## src/rtl/mem_arbiter.sv

```systemverilog
// Two-requester memory arbiter: instruction and data sides share one port.
// Ties alternate between the sides; every transaction ends with an idle cycle.
module mem_arbiter #(
   parameter int A_WIDTH = 32
) (
   input  logic               clk,
   input  logic               clrn,
   input  logic [A_WIDTH-1:0] i_a,
   input  logic               i_strobe,
   output logic [31:0]        i_dout,
   output logic               i_ready,
   input  logic [A_WIDTH-1:0] d_a,
   input  logic               d_strobe,
   input  logic               d_write,
   input  logic [31:0]        d_wdata,
   output logic [31:0]        d_dout,
   output logic               d_ready,
   output logic [A_WIDTH-1:0] m_a,
   output logic               m_strobe,
   output logic               m_write,
   output logic [31:0]        m_din,
   input  logic [31:0]        m_dout,
   input  logic               m_ready
);

   typedef enum logic [1:0] {
      S_IDLE,
      S_BUSY_I,
      S_BUSY_D
   } state_e;

   localparam logic LG_I = 1'b0;
   localparam logic LG_D = 1'b1;

   state_e             state_q, state_d;
   logic               last_grant_q, last_grant_d;
   logic [A_WIDTH-1:0] m_a_q, m_a_d;
   logic               m_strobe_q, m_strobe_d;
   logic               m_write_q, m_write_d;
   logic [31:0]        m_din_q, m_din_d;
   logic               grant_i, grant_d;

   // On a tie, the side that was not served last wins.
   assign grant_d = d_strobe && (!i_strobe || last_grant_q == LG_I);
   assign grant_i = i_strobe && !grant_d;

   always_comb begin
      state_d      = state_q;
      last_grant_d = last_grant_q;
      m_a_d        = m_a_q;
      m_write_d    = m_write_q;
      m_din_d      = m_din_q;
      unique case (state_q)
         S_IDLE: begin
            if (grant_d) begin
               state_d   = S_BUSY_D;
               m_a_d     = d_a;
               m_write_d = d_write;
               m_din_d   = d_wdata;
            end else if (grant_i) begin
               state_d   = S_BUSY_I;
               m_a_d     = i_a;
               m_write_d = 1'b0;
               m_din_d   = 32'h0;
            end
         end
         S_BUSY_I: begin
            if (m_ready) begin
               state_d      = S_IDLE;
               last_grant_d = LG_I;
            end
         end
         S_BUSY_D: begin
            if (m_ready) begin
               state_d      = S_IDLE;
               last_grant_d = LG_D;
            end
         end
         default: state_d = S_IDLE;
      endcase
      m_strobe_d = (state_d != S_IDLE);
   end

   always_ff @(posedge clk or negedge clrn) begin
      if (!clrn) begin
         state_q      <= S_IDLE;
         last_grant_q <= LG_I;
         m_a_q        <= '0;
         m_strobe_q   <= 1'b0;
         m_write_q    <= 1'b0;
         m_din_q      <= 32'h0;
      end else begin
         state_q      <= state_d;
         last_grant_q <= last_grant_d;
         m_a_q        <= m_a_d;
         m_strobe_q   <= m_strobe_d;
         m_write_q    <= m_write_d;
         m_din_q      <= m_din_d;
      end
   end

   assign m_a      = m_a_q;
   assign m_strobe = m_strobe_q;
   assign m_write  = m_write_q;
   assign m_din    = m_din_q;

   assign i_dout  = m_dout;
   assign d_dout  = m_dout;
   assign i_ready = (state_q == S_BUSY_I) && m_ready;
   assign d_ready = (state_q == S_BUSY_D) && m_ready;

endmodule

```

## config.mk

```make
export PLATFORM = sky130hd
export DESIGN_NAME = mem_arbiter
export DESIGN_NICKNAME = d
export VERILOG_FILES = /design/src/rtl/mem_arbiter.sv
export SDC_FILE = /design/constraint.sdc
export NUM_CORES = 1
export LEC_CHECK = 0
export ABC_CLOCK_PERIOD_IN_PS = 3800
export CELL_PAD_IN_SITES_DETAIL_PLACEMENT = 1
export CELL_PAD_IN_SITES_GLOBAL_PLACEMENT = 2
export CORE_MARGIN = 1.5
export CORE_UTILIZATION = 19
export DETAILED_ROUTE_END_ITERATION = 6
export PLACE_DENSITY_LB_ADDON = 0.1
export SYNTH_ARGS = -nofsm -noshare
export SYNTH_HDL_FRONTEND = slang
export SYNTH_SLANG_ARGS = --single-unit
```

## constraint.sdc

```tcl
create_clock -name clk -period 3.8 [get_ports clk]
set_input_delay 0.95 -clock clk [delete_from_list [all_inputs] [get_ports clk]]
set_output_delay 0.95 -clock clk [all_outputs]
set_load 0.05 [all_outputs]
```

==> metrics.md <==
| Metric | Value |
|---|---|
| Root Buffer | `clkbuf_16` |
| Remaining DRCs | `0` |
| CTS Buf Count | `9` |
| Die height | `137 µm` |
| Largest net degree at the start of global routing | `slightly below 100` |
| Slew headroom | `35.9%` |
| Hold WS | `0.483 ns` |
| CTS max path bufs | `2` |
| Total gr overflow | `0` |
| RSZ-0062 raised after global routing | `no` |
| Number of global-route vias before repair | `between 2k and 3k` |
| Post-Route Setup TNS | `0 ns` |
| Slew @ Worst Pin | `0.962 ns` |
| Synth warn | `0` |
| Clock slew at reported path FFs | `0.06 ns` |
| P_int | `2.62 mW` |
| Buf/Inv on CP | `2` |
| Switching power total | `approximately 2.5 mW` |
| Cell row count | `48` |
| Skew-Pair Late Insertion Delay | `between 0.3 and 0.4 ns` |
| Core area | `17400 µm²` |
| Critical Path Start Type | `input port` |
| Cell variety after synth | `20` |
| Hold-fix buffers, CTS | `0` |
| Ports | `266` |
| Die area | `18700 µm²` |
| Wirelength, routed | `between 9000 and 10000 µm` |
| Worst endpoint required time | `2.85 ns` |
| Avg Vias per Cell | `a little under 4` |
| Sw Share | `48.4%` |
| Final period util | `about 88%` |
| Filler Cells Inserted | `around 1.9k` |
| Register share of total power | `around a quarter` |
| CTS tree | `done` |
| WP data arrival | `2.41 ns` |
| Area Overhead vs Synth | `50.8%` |
| Diode count | `0` |
| Max cap viols | `0` |
| Element type at the critical path end | `output pin` |
| Clock Power Share | `between 10% and 20%` |
| Final core utilization | `between 20% and 30%` |
| GP Congestion | `about 0.7` |
| Maximum VDD drop | `0.344 mV` |
| Synthesized instance count | `305` |
| Mean area per synthesized cell | `11.1 µm²` |
| Area of the multi-input gates | `1080 µm²` |
| Worst-path maximum fanout | `4` |
| Reg2Reg Setup Slack | `2.09 ns` |
| Synthesized flop and latch total | `69` |
| I/O Buffers | `169` |
| Final hold violations | `0` |
| Sequential cell area | `~1700 µm²` |
| Syn_nets | `443` |
| Outcome | `completed` |
| HP Class | `register to register` |
| Wirelength per Cell | `15.5 µm` |
| Crit path kind | `input port to output pin` |
| Final Net Count | `approximately 540` |
| Final slew viol count | `0` |
| First drt pass iteration count | `4` |
| CP Cell Sequence | `clkdlybuf4s50_1, and2_1, clkdlybuf4s50_1` |
| Chip Width | `137 µm` |
| Commonest cells after routing, fill and taps aside | `168 x clkdlybuf4s50_1, 69 x dfrtp_1, 34 x nand2_1` |
| Slowest-stage cell, CP | `clkdlybuf4s50_1` |
| Clk_skew | `around 0.009 ns` |
| Logic pwr share | `57.4%` |
| Crit-path max cell delay | `0.81 ns` |
| Final setup viols | `0` |
| Crit path top cell by count | `clkdlybuf4s50_1` |
| Leakage power | `around 2.2 nW` |
| DR vias | `2490` |
| All-Layer GR Usage | `10.8%` |
| Initial Util | `19.6%` |
| Sink Count | `69` |
| Layout cells sized above 1 | `5.11%` |
| Highest clock rate | `298 MHz` |
| Crit path max-delay family | `buffers and inverters` |
| Most common cell after layout, fill and taps aside | `clkdlybuf4s50_1` |
| First-pass GRT wire length | `15200 µm` |
| Post-CTS sizing | `0` |
| Area of the mapped netlist | `3400 µm²` |
| Pwr per Cell Area | `990 nW/µm²` |
| Final min period | `3.36 ns` |
| Post-DP HPWL | `between 6000 and 7000 µm` |
| Seq/Total Area, Yosys | `50.8%` |
| CTS H-Tree Depth | `3` |
| Antenna Nets Post-Route | `0` |
| First DRT Iteration DRCs | `80` |
| Initial antenna violation count | `0` |
| Post-CTS Setup Inserts | `0` |
## routing by layer
layer  GRT usage (%)  share of wire [%]  vias up
li1                -                  -     1195
met1            12.8                 41     1184
met2            17.9                 50       87
met3            2.85                7.1       24
met4            5.73                2.0        0
met5               0                  0        -
## registers in the layout, indices dropped and copies added, names as in the netlist
| signal | flops |
|---|---|
| m_a | 32 |
| m_din | 32 |
| state_q | 2 |
| last_grant_q | 1 |
| m_strobe | 1 |
| m_write | 1 |
## worst register-to-register path, stage by stage, from the launching register on
cell and delay (ns):
dfrtp_1 0.43, a21boi_4 0.21, buf_4 0.48, mux2i_1 0.38
o21ai_1 0.09
## cells by family (layout without fill, tap and decap cells)
group	Yosys count	in the layout	synth area share, %
AO/OA/AOI/OAI	74	74	15.1
adder cells (fa/ha/maj)	4	4	1.47
buffers and inverters	85	191	18.0
flip-flops	69	69	50.8
multiplexers	32	32	9.43
AND/OR/NAND/NOR	41	41	5.08
## worst paths after layout
| check | depth (start not counted) | end | start |
|---|---|---|---|
| setup reg to reg | 4 | m_a[12]$_DFFE_PN0P_ | last_grant_q$_DFFE_PN0P_ |
| setup / recovery | 3 | d_ready | m_ready |
| hold reg to reg | 2 | m_a[27]$_DFFE_PN0P_ | m_a[27]$_DFFE_PN0P_ |
| min in group asynchronous | 1 | m_din[27]$_DFFE_PN0P_ | clrn |
| max in group asynchronous | 1 | m_a[15]$_DFFE_PN0P_ | clrn |
| hold / removal | 2 | m_a[27]$_DFFE_PN0P_ | m_a[27]$_DFFE_PN0P_ |
## metrics by stage
stage / cell area, µm² / power, mW / std cells / worst slack [ns]
6_report: 5120 / 5.07 / 636 / 0.440
5_1_grt: 5120 / 5.37 / 636 / 0.383
4_1_cts: 5120 / 5.18 / 636 / 0.426
3_5_place_dp: 4820 / 4.27 / 620 / 0.432
3_3_place_gp: 4820 / 4.27 / 620 / 0.439
2_1_floorplan: 3400 / 3.38 / 305 / 1.48
## area by class of cell
type	count	share of cell area, %
sequential	69	33.7
tap	225	5.49
inverter	3	0.220
clock buffer	10	4.47
timing repair buffer	172	33.7
multi-input combinational	151	21.1
clock inverter	6	1.39
## power groups by stage
stage	clock (mW)	sequential [mW]	combinational [mW]
6_report	0.858	1.30	2.91
5_1_grt	0.934	1.36	3.08
4_1_cts	0.906	1.31	2.97
3_5_place_dp	0	1.31	2.96
3_3_place_gp	0	1.31	2.96
2_1_floorplan	0	2.54	0.840
## synthesized netlist by cell type, drive strengths merged
cell type,number,area share (%)
a21boi,2,0.44
a2bb2oi,1,0.26
o221ai,1,0.26
mux2i,32,9.4
buf,76,17
a22o,33,8.5
a21o,1,0.22
dfrtp,69,51
ha,4,1.5
inv,3,0.33
o22ai,1,0.18
clkbuf,6,0.66
and2,2,0.37
nand2,34,3.8
nand3b,1,0.22
o21ai,34,5.0
nand2b,4,0.74
a211o,1,0.26
Note: power is estimated with default switching activity, not from simulation.
